<file path="src/rtl/pipe_scoreboard_pkg.sv">
// ---------------------------------------------------------------------------
// pipe_pkg -- shared types and constants for the pipeline scoreboard.
//
// Holds the default sizing of the scoreboard (32 registers, results at most
// 4 cycles away), the register index and latency types derived from that
// sizing, and the standard latencies of the execution units.
//
// Configuration macro used by the scoreboard: PIPE_SCOREBOARD_BYPASS_EN
// (see pipe_scoreboard.sv).
// ---------------------------------------------------------------------------
package pipe_pkg;

  localparam int REG_COUNT_DEF = 32;
  localparam int MAX_LAT_DEF   = 4;
  localparam int RW_DEF        = $clog2(REG_COUNT_DEF);
  localparam int LW_DEF        = $clog2(MAX_LAT_DEF + 1);

  typedef logic [RW_DEF-1:0] regIdx_t;
  typedef logic [LW_DEF-1:0] lat_t;

  // Result latencies of the execution units, in cycles until write back.
  localparam lat_t LAT_ALU  = lat_t'(1);
  localparam lat_t LAT_LOAD = lat_t'(2);
  localparam lat_t LAT_MUL  = lat_t'(MAX_LAT_DEF);

endpackage

</file>
<file path="src/rtl/pipe_scoreboard_counter.sv">
// ---------------------------------------------------------------------------
// sb_counter -- countdown for one architectural register.
//
// The value is the number of cycles until the register's pending result is
// written back; zero means the register file copy is valid.
//
// Ports:
//   clk      rising-edge clock
//   rst      asynchronous active-high reset, clears the count
//   load     an accepted issue targets this register
//   loadVal  latency to load (already clamped by the caller)
//   cnt      current count
// ---------------------------------------------------------------------------
module sb_counter #(
  parameter int LW = 3
) (
  input  logic          clk,
  input  logic          rst,
  input  logic          load,
  input  logic [LW-1:0] loadVal,
  output logic [LW-1:0] cnt
);

  // A new issue overrides the running countdown; otherwise count down to
  // zero and stay there.
  always_ff @(posedge clk or posedge rst) begin
    if (rst) begin
      cnt <= '0;
    end else if (load) begin
      cnt <= loadVal;
    end else if (cnt != '0) begin
      cnt <= cnt - 1'b1;
    end
  end

endmodule

</file>
<file path="src/rtl/pipe_scoreboard.sv">
// ---------------------------------------------------------------------------
// pipe_scoreboard -- register scoreboard for an in-order pipeline.
//
// Keeps a countdown per architectural register of how many cycles remain
// until its in-flight result is written back, and from that decides whether
// the instruction in ID has to stall (RAW on a source, WAW on the
// destination) or may take a source from the bypass network.
//
// Parameters:
//   REG_COUNT  number of architectural registers (power of two, >= 2)
//   MAX_LAT    largest result latency in cycles (>= 2)
//
// Ports:
//   clk          rising-edge clock
//   rst          asynchronous active-high reset
//   issue_valid  ID presents an instruction
//   flush        cancel the current issue (redirect)
//   rs, rt       source register numbers
//   rs_used      rs is actually read
//   rt_used      rt is actually read
//   rd           destination register
//   wr_en        instruction writes rd
//   lat          cycles until the result is written back (1..MAX_LAT)
//   stall        hold PC / IF-ID, bubble ID-EX (combinational)
//   fwd_rs       take rs from the bypass path (combinational)
//   fwd_rt       take rt from the bypass path (combinational)
//   pending      number of registers with a result in flight (registered)
//
// Macro PIPE_SCOREBOARD_BYPASS_EN: when defined, a source whose result is
// one cycle away is forwarded instead of stalling. When undefined, any
// in-flight source stalls and the forward outputs are held low.
// ---------------------------------------------------------------------------
module pipe_scoreboard
  import pipe_pkg::*;
#(
  parameter  int REG_COUNT = REG_COUNT_DEF,
  parameter  int MAX_LAT   = MAX_LAT_DEF,
  localparam int RW        = $clog2(REG_COUNT),
  localparam int LW        = $clog2(MAX_LAT + 1)
) (
  input  logic          clk,
  input  logic          rst,
  input  logic          issue_valid,
  input  logic          flush,
  input  logic [RW-1:0] rs,
  input  logic [RW-1:0] rt,
  input  logic          rs_used,
  input  logic          rt_used,
  input  logic [RW-1:0] rd,
  input  logic          wr_en,
  input  logic [LW-1:0] lat,
  output logic          stall,
  output logic          fwd_rs,
  output logic          fwd_rt,
  output logic [RW:0]   pending
);

  logic [REG_COUNT-1:0][LW-1:0] cntArr;
  logic [LW-1:0]                latEff;
  logic [LW-1:0]                rsCnt;
  logic [LW-1:0]                rtCnt;
  logic [LW-1:0]                rdCnt;
  logic                         rsActive;
  logic                         rtActive;
  logic                         rsHazard;
  logic                         rtHazard;
  logic                         wawHazard;
  logic                         accept;
  logic                         loadEn;
  logic [RW:0]                  nonzeroCount;

  // Out-of-range latencies are treated as the slowest unit so the counters
  // never hold a value the hazard logic was not sized for.
  assign latEff = (lat > LW'(MAX_LAT)) ? LW'(MAX_LAT) : lat;

  // Register 0 is hard-wired, so it never has a result in flight.
  assign cntArr[0] = '0;

  assign rsCnt = cntArr[rs];
  assign rtCnt = cntArr[rt];
  assign rdCnt = cntArr[rd];

  assign rsActive = rs_used && (rs != '0);
  assign rtActive = rt_used && (rt != '0);

`ifdef PIPE_SCOREBOARD_BYPASS_EN
  // A result one cycle away is on the bypass path by the time the consumer
  // reaches EX, so only counts of two or more have to wait.
  assign rsHazard = rsActive && (rsCnt > LW'(1));
  assign rtHazard = rtActive && (rtCnt > LW'(1));
  assign fwd_rs   = rsActive && (rsCnt == LW'(1));
  assign fwd_rt   = rtActive && (rtCnt == LW'(1));
`else
  assign rsHazard = rsActive && (rsCnt != '0);
  assign rtHazard = rtActive && (rtCnt != '0);
  assign fwd_rs   = 1'b0;
  assign fwd_rt   = 1'b0;
`endif

  // A younger write must not land before an older one to the same register.
  assign wawHazard = wr_en && (rd != '0) && (rdCnt > latEff);

  // The hazard checks use the counts as they stand before this issue, so an
  // instruction reading and writing the same register sees the old producer.
  assign stall  = issue_valid && (rsHazard || rtHazard || wawHazard);
  assign accept = issue_valid && !stall && !flush;
  assign loadEn = accept && wr_en && (rd != '0) && (latEff != '0);

  // One countdown per trackable register; the one matching rd is reloaded.
  for (genvar g = 1; g < REG_COUNT; g++) begin : genCnt
    sb_counter #(
      .LW(LW)
    ) uCnt (
      .clk    (clk),
      .rst    (rst),
      .load   (loadEn && (rd == RW'(g))),
      .loadVal(latEff),
      .cnt    (cntArr[g])
    );
  end

  // Population count of registers that still have a result in flight.
  always_comb begin
    nonzeroCount = '0;
    for (int r = 1; r < REG_COUNT; r++) begin
      if (cntArr[r] != '0) begin
        nonzeroCount = nonzeroCount + (RW+1)'(1);
      end
    end
  end

  // The pending count is registered, so it follows the counters one cycle
  // later.
  always_ff @(posedge clk or posedge rst) begin
    if (rst) begin
      pending <= '0;
    end else begin
      pending <= nonzeroCount;
    end
  end

endmodule
</file>
<file path="config.mk">
export PLATFORM = sky130hd
export DESIGN_NAME = pipe_scoreboard
export DESIGN_NICKNAME = d
export VERILOG_FILES = /design/src/rtl/pipe_scoreboard_pkg.sv /design/src/rtl/pipe_scoreboard_counter.sv /design/src/rtl/pipe_scoreboard.sv
export SDC_FILE = /design/constraint.sdc
export NUM_CORES = 1
export LEC_CHECK = 0
export BUFFER_PORTS_ARGS = -buffer_cell sky130_fd_sc_hd__buf_2
export CAP_MARGIN = 10
export CELL_PAD_IN_SITES_DETAIL_PLACEMENT = 1
export CELL_PAD_IN_SITES_GLOBAL_PLACEMENT = 2
export CORE_MARGIN = 3
export CORE_UTILIZATION = 40
export DETAILED_ROUTE_END_ITERATION = 7
export GPL_TIMING_DRIVEN = 0
export PLACE_DENSITY_LB_ADDON = 0.1
export SETUP_SLACK_MARGIN = 0.02
export SKIP_LAST_GASP = 1
export SYNTH_ARGS = -nofsm -noshare
export SYNTH_HDL_FRONTEND = slang
export SYNTH_SLANG_ARGS = --single-unit
</file>
<file path="constraint.sdc">
create_clock -name clk -period 19.9 [get_ports clk]
set_input_delay 0.995 -clock clk [delete_from_list [all_inputs] [get_ports clk]]
set_output_delay 0.995 -clock clk [all_outputs]
set_load 0.01 [all_outputs]
</file>
==> flow_summary.ini, run 1 <==
[setup_path]
worstPathMaxFanout = 10
startpoint_type = flip-flop
crit_slowest_cell = a31oi_2
rrSetupSlack_ns = 1.89
cp-end-kind = flip-flop
r2r-end = pending[4]$_DFF_PP0_
critPathMaxStageDelay_ns = 0.43
critPathRequiredTime_ns = 20.19
reg2reg_depth = 92
cp_common_cell = ha_1
worstPathArrival_ns = 18.30
r2r_start = genCnt[1].uCnt.cnt[0]$_DFFE_PP0P_
crit_type = reg2reg

[detailed_routing]
highest_layer = met4
drt_iter0_markers = 616
dr.pass1.iters = 5
vias = 10660
met3WireLength_mm = 1.365
dr_wl_met2_mm = 17.26
wirelength_mm = 37.71
routedWlPerCell_um = 20.04
remaining_drc_errors = 0
routedLengthMet1_mm = 18.66
vias_per_cell = 5.666
final_antenna_net_count = 0

[worst_hold_path]
whs_path_depth = 2
holdPathEnd = genCnt[16].uCnt.cnt[1]$_DFFE_PP0P_
holdCritStartpoint = genCnt[16].uCnt.cnt[1]$_DFFE_PP0P_
min_path_type = reg2reg

[yosys]
yosysWarnings = 0
synth_edf_count = 0
syn_area_um2 = 12220
synthArstFlopShare = 1.000
synth.area.top_cells = dfrtp_1 20%, ha_1 9.6%, mux4_2 7.7%
yosys_register_bits = 99
avgSynthCellArea_um2 = 8.447
synthCells = 1447
ys_seq_area_frac = 0.2027
synth.largest_area_cell = dfrtp_1
yosys.area.top_type_share = 0.2027
synth_cell_types = 85
synthFlopType = dfrtp_1

[sta]
whs_ns = 0.6114
finalCritPeriodShare = 0.9050
max_freq_mhz = 55.52
min_period_ns = 18.01
maxSlewViolCount = 0
setup_viol = 0
setup_tns_ns = 0
rsz0062_at_grt = false
finalHoldViolCount = 0
maxSlewHeadroom = 0.2886
finClkSkew_ns = 0.007206
final_critical_path_setup_slack_ns = 1.890
worst_pin_slew_ns = 1.067

[floorplanning]
row_count = 63
dieArea_um2 = 32690
die_y_um = 180.8
io_pins = 34
start_util = 0.4091
coreArea_um2 = 29870
die-width_um = 180.8

[placed_design]
gp_congestion = 0.8193
io_buffers = 28
place_area_um2 = 12880
dp.final_hpwl_mm = 30.25
dp_worst_setup_slack_ns = 1.754

[clock_network]
clockBufferDepth = 2
clk_latency_ns = 0.36
cts_setup_buffers = 0
root_buffer = clkbuf_16
cts_buffers = 9
path_clk_slew_ns = 0.07
clkSinkCount = 99
h-tree-depth = 3
cts_tree = built

[outcome]
outcome = finished, final reports clean

[final_layout]
drive_above_1_share = 0.09651
fillerInstances = 3644
mostFrequentLayoutCell = nor2_1
antenna_cells = 0
regArea_um2 = 2477
design_area_um2 = 13200
multi_input_area_um2 = 9121
syn2layout_area_growth_pct = 8.005
layout_common_cells = 165 x nor2_1, 150 x nand2_1, 108 x xnor2_1, 106 x a21oi_1, 99 x dfrtp_1
final_nets = 1607

[global_routing]
grt_pass1_vias = 10820
overflow = 0
grt_antenna_before_repair = 0
grt_max_degree = 53
track_usage = 0.2301
grt_pass1_wl_mm = 60.49

[run]
maxCapViolations = 0
## kinds of logic (layout without fill, tap and decap cells)
group | Yosys count | after routing | synth area share
and+or+nand+nor | 518 | 518 | 0.1972
AOI/OAI and AO/OA | 292 | 292 | 0.1492
xor gates and xnor gates | 185 | 185 | 0.1779
buffers and inverters | 159 | 203 | 0.05190
DFF | 99 | 99 | 0.2027
muxes | 98 | 98 | 0.1239
adders and majority gates | 95 | 95 | 0.09704
other | 1 | 2 | 0.0003068
## sequential cells by signal (all words and copies together) (netlist names)
register,flops
pending,6
genCnt.uCnt.cnt,93
## layout make-up
| class | instances | share of cell area |
|---|---|---|
| plain buffers | 63 | 0.02076 |
| repair buffers | 29 | 0.01270 |
| flip-flops and latches | 99 | 0.1877 |
| inverters | 96 | 0.02749 |
| clock buffers | 13 | 0.01896 |
| clock inverters | 2 | 0.004549 |
| multi-input cells | 1190 | 0.6909 |
| well taps | 390 | 0.03696 |
## Yosys cell counts (all sizes together), types with 3 or more instances
cell / n
nor2: 165
nand2: 151
xnor2: 127
a21oi: 106
dfrtp: 99
inv: 95
ha: 94
o21ai: 70
mux2i: 50
clkbuf: 48
xor2: 43
mux4: 42
nor3: 41
nand2b: 34
nor2b: 34
nand3: 28
o211ai: 25
buf: 15
a31oi: 13
or3: 13
xnor3: 13
and2: 10
nor3b: 9
nor4: 9
a211oi: 8
o31ai: 8
a41oi: 6
mux2: 6
nand4: 6
o22ai: 6
a21o: 4
and3: 4
o22a: 4
a221oi: 3
a2bb2oi: 3
a311oi: 3
nand3b: 3
o21a: 3
o311ai: 3
o31a: 3
o32ai: 3
or2: 3
## per-stage QoR
step | utilization | instances
3_5_place_dp | 0.4313 | 1867
2_1_floorplan | - | 1448
5_1_grt | 0.4419 | 1882
3_3_place_gp | 0.4303 | 1866
4_1_cts | 0.4417 | 1882
6_report | 0.4419 | 1882
## critical path, delay by kind of cell, from the launching register on
| family | cells | cell delay (ns) |
|---|---|---|
| XOR/XNOR | 13 | 2.46 |
| adder cells (fa/ha/maj) | 19 | 5.72 |
| AND/OR/NAND/NOR | 22 | 2.38 |
| buffers and inverters | 6 | 0.80 |
| multiplexers | 6 | 1.36 |
| AO/OA/AOI/OAI | 26 | 4.79 |
| flip-flops | 1 | 0.42 |
## how the worst max path moves through the flow
stage                                      start                    to  cells past startpoint
2_1_floorplan  genCnt[1].uCnt.cnt[0]$_DFFE_PP0P_  pending[4]$_DFF_PP0_                     92
3_3_place_gp   genCnt[1].uCnt.cnt[0]$_DFFE_PP0P_  pending[4]$_DFF_PP0_                     92
3_5_place_dp   genCnt[1].uCnt.cnt[0]$_DFFE_PP0P_  pending[4]$_DFF_PP0_                     92
4_1_cts        genCnt[1].uCnt.cnt[0]$_DFFE_PP0P_  pending[4]$_DFF_PP0_                     92
5_1_grt        genCnt[1].uCnt.cnt[0]$_DFFE_PP0P_  pending[4]$_DFF_PP0_                     92
6_report       genCnt[1].uCnt.cnt[0]$_DFFE_PP0P_  pending[4]$_DFF_PP0_                     92
## per-layer routing
layer | GRT usage | vias to the layer above
met5 | 0 | -
met4 | 0.03285 | 0
met3 | 0.02476 | 24
met2 | 0.3790 | 178
met1 | 0.3349 | 5323
li1 | - | 5139
## repair_timing
| action | 4_1_cts | 5_1_grt |
|---|---|---|
| endpoints found under the setup margin | 0 | 1 |
| hold buffers | 0 | 0 |
| resized for setup | 0 | 1 |
Power of run 1 is left out: the tool's default activity adds up to more than one toggle a clock period on the data nets, which glitch-free logic cannot reach.
==> run 2: changes to the inputs <==
- CORE_UTILIZATION: 40 -> 30
==> flow_summary.ini, run 2 (synthesis gave the netlist of run 1 again) <==
[outcome]
outcome = finished, final reports clean

[placed_design]
dp.final_hpwl_mm = 32.76
io_buffers = 28
gp_congestion = 0.8589

[setup_path]
rrSetupSlack_ns = 1.73
cp-end-kind = flip-flop
worstPathArrival_ns = 18.45
crit_type = reg2reg
critPathRequiredTime_ns = 20.19
crit_slowest_cell = a221oi_1
cp_common_cell = ha_1
cp_top_family = adder cells
worst-path-buf-inv = 6
r2r_start = genCnt[1].uCnt.cnt[0]$_DFFE_PP0P_
worstPathMaxFanout = 10
startpoint_type = flip-flop
critPathMaxStageDelay_ns = 0.46
reg2reg_depth = 92
r2r-end = pending[4]$_DFF_PP0_

[clock_network]
h-tree-depth = 3
cts_buffers = 9
ctsHoldBuffers = 0
path_clk_slew_ns = 0.08
clk_latency_ns = 0.37
clockBufferDepth = 2
cts_setup_buffers = 0
post_cts_resized = 0
cts_tree = built
clkSinkCount = 99
root_buffer = clkbuf_16

[final_layout]
drive_above_1_share = 0.09980
final_nets = 1607
largest_register = genCnt.uCnt.cnt
layout_common_cells = 165 x nor2_1, 150 x nand2_1, 108 x xnor2_1, 106 x a21oi_1, 99 x dfrtp_1
syn2layout_area_growth_pct = 9.612
mostFrequentLayoutCell = nor2_1
fillerInstances = 4770
antenna_cells = 0
reg.largest.list = genCnt.uCnt.cnt: 93 flops, pending: 6 flops
largest_reg_flops = 93

[floorplanning]
die_y_um = 207.9
coreArea_um2 = 40010
start_util = 0.3055
die-width_um = 207.9
row_count = 73
dieArea_um2 = 43200
io_pins = 34

[sta]
maxSlewViolCount = 0
setup_tns_ns = 0
finalHoldViolCount = 0
max_freq_mhz = 55.04
finalCritPeriodShare = 0.9130
maxSlewHeadroom = 0.2269
rsz0062_at_grt = false
min_period_ns = 18.17
worst_pin_slew_ns = 1.160
setup_viol = 0
finClkSkew_ns = 0.01318

[worst_hold_path]
whs_path_depth = 2
holdPathEnd = genCnt[23].uCnt.cnt[1]$_DFFE_PP0P_
holdCritStartpoint = genCnt[23].uCnt.cnt[1]$_DFFE_PP0P_
min_path_type = reg2reg

[detailed_routing]
vias = 10660
remaining_drc_errors = 0
final_antenna_net_count = 0
wirelength_mm = 41.00
vias_per_cell = 5.281
dr.pass1.iters = 5
drt_iter0_markers = 551
routedWlPerCell_um = 20.32

[global_routing]
grt_max_degree = 54
grt_pass1_wl_mm = 64.99
grt_pass1_vias = 10900
track_usage = 0.1901
grt_antenna_before_repair = 0
overflow = 0

[run]
maxCapViolations = 0
-- run 2: how the worst max path moves through the flow --
| stage | start | to | slack (ns) | cells past startpoint |
|---|---|---|---|---|
| 3_5_place_dp | genCnt[1].uCnt.cnt[0]$_DFFE_PP0P_ | pending[4]$_DFF_PP0_ | 1.45 | 92 |
| 3_3_place_gp | genCnt[1].uCnt.cnt[1]$_DFFE_PP0P_ | pending[4]$_DFF_PP0_ | 1.59 | 92 |
| 2_1_floorplan | genCnt[1].uCnt.cnt[0]$_DFFE_PP0P_ | pending[4]$_DFF_PP0_ | 4.88 | 92 |
| 6_report | genCnt[1].uCnt.cnt[0]$_DFFE_PP0P_ | pending[4]$_DFF_PP0_ | 1.73 | 92 |
| 5_1_grt | genCnt[1].uCnt.cnt[1]$_DFFE_PP0P_ | pending[4]$_DFF_PP0_ | 0.16 | 92 |
| 4_1_cts | genCnt[1].uCnt.cnt[1]$_DFFE_PP0P_ | pending[4]$_DFF_PP0_ | 1.34 | 92 |
-- run 2: metrics by stage --
stage | cell area, µm² | hold WS (ns) | worst slack, ns | instances | utilization
floorplan | 12230 | 0.5395 | 4.881 | 1448 | -
global placement | 13020 | 0.6009 | 1.591 | 2001 | 0.3255
detailed placement | 13060 | 0.5995 | 1.447 | 2002 | 0.3264
CTS | 13390 | 0.6201 | 1.340 | 2018 | 0.3346
global route | 13400 | 0.6851 | 0.1584 | 2018 | 0.3349
finish | 13400 | 0.6080 | 1.731 | 2018 | 0.3349
-- run 2: cell type report --
cell class / count / area, µm² / share of cell area
clock inverter: 7 / 103.9 / 0.007751
inverter: 96 / 365.4 / 0.02727
sequential: 99 / 2477 / 0.1849
timing repair buffer: 29 / 167.7 / 0.01251
clock buffer: 9 / 225.2 / 0.01681
multi-input combinational: 1190 / 9128 / 0.6813
tap: 525 / 656.9 / 0.04903
buffer: 63 / 274.0 / 0.02045
-- run 2: metal layers --
metal / track usage / vias to the layer above / wire length, µm
li1: - / 5164 / -
met1: 0.2816 / 5331 / 20890
met2: 0.3079 / 148 / 18730
met3: 0.01753 / 15 / 1052
met4: 0.02720 / 0 / 322
met5: 0 / - / 0
-- run 2: worst register-to-register path: cells and delay by family, from the launching register on --
family,cells,cell delay [ns]
AO/OA/AOI/OAI,26,4.74
adder cells (fa/ha/maj),19,5.70
XOR/XNOR,13,2.60
buffers and inverters,6,0.82
multiplexers,6,1.38
flip-flops,1,0.45
AND/OR/NAND/NOR,22,2.41
Power of run 2 is left out for the same reason.
==> run 3: changes to the inputs <==
- CORE_MARGIN: 3 -> 2
==> flow_summary.ini, run 3 (synthesis gave the netlist of run 1 again) <==
[final_layout]
layoutNonFillerInstCount = 2018
antenna_cells = 0
fillerInstances = 4768
largest_reg_flops = 93
mostFrequentLayoutCell = nor2_1
drive_above_1_share = 0.09913
regArea_um2 = 2477
syn2layout_area_growth_pct = 9.397
largest_register = genCnt.uCnt.cnt
layout_common_cells = 165 x nor2_1, 150 x nand2_1, 108 x xnor2_1, 106 x a21oi_1, 99 x dfrtp_1
final_nets = 1607
reg.largest.list = genCnt.uCnt.cnt: 93 flops, pending: 6 flops
multi_input_area_um2 = 9121

[global_routing]
grt_max_degree = 72
track_usage = 0.1972
grt_pass1_vias = 10790
overflow = 0
grt_antenna_before_repair = 0
grt_pass1_wl_mm = 64.19

[detailed_routing]
wirelength_mm = 40.88
dr.pass1.iters = 5
routedWlPerCell_um = 20.26
vias_per_cell = 5.271
final_antenna_net_count = 0
vias = 10640
drt_iter0_markers = 574
remaining_drc_errors = 0

[sta]
min_period_ns = 18.03
finClkSkew_ns = 0.01358
finalCritPeriodShare = 0.9061
max_freq_mhz = 55.46
rsz0062_at_grt = false
maxSlewViolCount = 0
worst_pin_slew_ns = 1.043
whs_ns = 0.5908
setup_tns_ns = 0
maxSlewHeadroom = 0.3049
finalHoldViolCount = 0
setup_viol = 0

[setup_path]
critPathRequiredTime_ns = 20.20
r2r_start = genCnt[1].uCnt.cnt[0]$_DFFE_PP0P_
cp_common_cell = ha_1
rrSetupSlack_ns = 1.87
critPathMaxStageDelay_ns = 0.47
crit_type = reg2reg
worst-path-buf-inv = 6
worstPathMaxFanout = 10
crit_slowest_cell = a31oi_1
cp_top_family = adder cells
startpoint_type = flip-flop
worstPathArrival_ns = 18.33
r2r-end = pending[4]$_DFF_PP0_
cp-end-kind = flip-flop
reg2reg_depth = 92

[clock_network]
clk_latency_ns = 0.37
cts_buffers = 9
post_cts_resized = 0
cts_tree = built
root_buffer = clkbuf_16
clkSinkCount = 99
ctsHoldBuffers = 0
path_clk_slew_ns = 0.09
cts_setup_buffers = 0
clockBufferDepth = 2
h-tree-depth = 3

[placed_design]
io_buffers = 28
dp.final_hpwl_mm = 32.48
gp_congestion = 0.8093
post-place-cells = 2002

[floorplanning]
coreArea_um2 = 40010
die-width_um = 205.9
row_count = 73
die_y_um = 205.9
io_pins = 34
dieArea_um2 = 42370
start_util = 0.3055

[outcome]
outcome = finished, final reports clean

[run]
maxCapViolations = 0

[worst_hold_path]
min_path_type = in2async
[run 3: cell types whose count changed in the layout (fill, tap and decap cells not counted), sizes merged]
cell	before	now
bufinv	2	1
clkinv	2	3
[run 3: per-stage QoR]
stage / utilization / cell area [µm²] / worst slack [ns]
global route: 0.3342 / 13370 / 0.1944
CTS: 0.3341 / 13370 / 1.550
floorplan: - / 12230 / 4.881
finish: 0.3342 / 13370 / 1.868
detailed placement: 0.3264 / 13060 / 1.665
global placement: 0.3255 / 13020 / 1.725
[run 3: area by class of cell]
| type | instances | share of cell area |
|---|---|---|
| Clock buffer | 9 | 0.01684 |
| Timing Repair Buffer | 29 | 0.01254 |
| Sequential cell | 99 | 0.1853 |
| Multi-Input combinational cell | 1190 | 0.6821 |
| Clock inverter | 7 | 0.006269 |
| Buffer | 63 | 0.02049 |
| Inverter | 96 | 0.02732 |
| Tap cell | 525 | 0.04913 |
[run 3: metal layers]
metal	vias to the layer above	part of all wire	global-route usage
li1	5150	-	-
met1	5322	0.50	0.2823
met2	145	0.45	0.3256
met3	20	0.034	0.02050
met4	0	0.0081	0.03138
met5	-	0	0
[run 3: how the worst max path moves through the flow]
stage,from,slack [ns],cells after the start,to
2_1_floorplan,genCnt[1].uCnt.cnt[0]$_DFFE_PP0P_,4.88,92,pending[4]$_DFF_PP0_
3_3_place_gp,genCnt[1].uCnt.cnt[0]$_DFFE_PP0P_,1.72,92,pending[4]$_DFF_PP0_
3_5_place_dp,genCnt[1].uCnt.cnt[0]$_DFFE_PP0P_,1.67,92,pending[4]$_DFF_PP0_
4_1_cts,genCnt[1].uCnt.cnt[0]$_DFFE_PP0P_,1.55,92,pending[4]$_DFF_PP0_
5_1_grt,genCnt[3].uCnt.cnt[0]$_DFFE_PP0P_,0.19,92,pending[4]$_DFF_PP0_
6_report,genCnt[1].uCnt.cnt[0]$_DFFE_PP0P_,1.87,92,pending[4]$_DFF_PP0_
Power of run 3 is left out for the same reason.
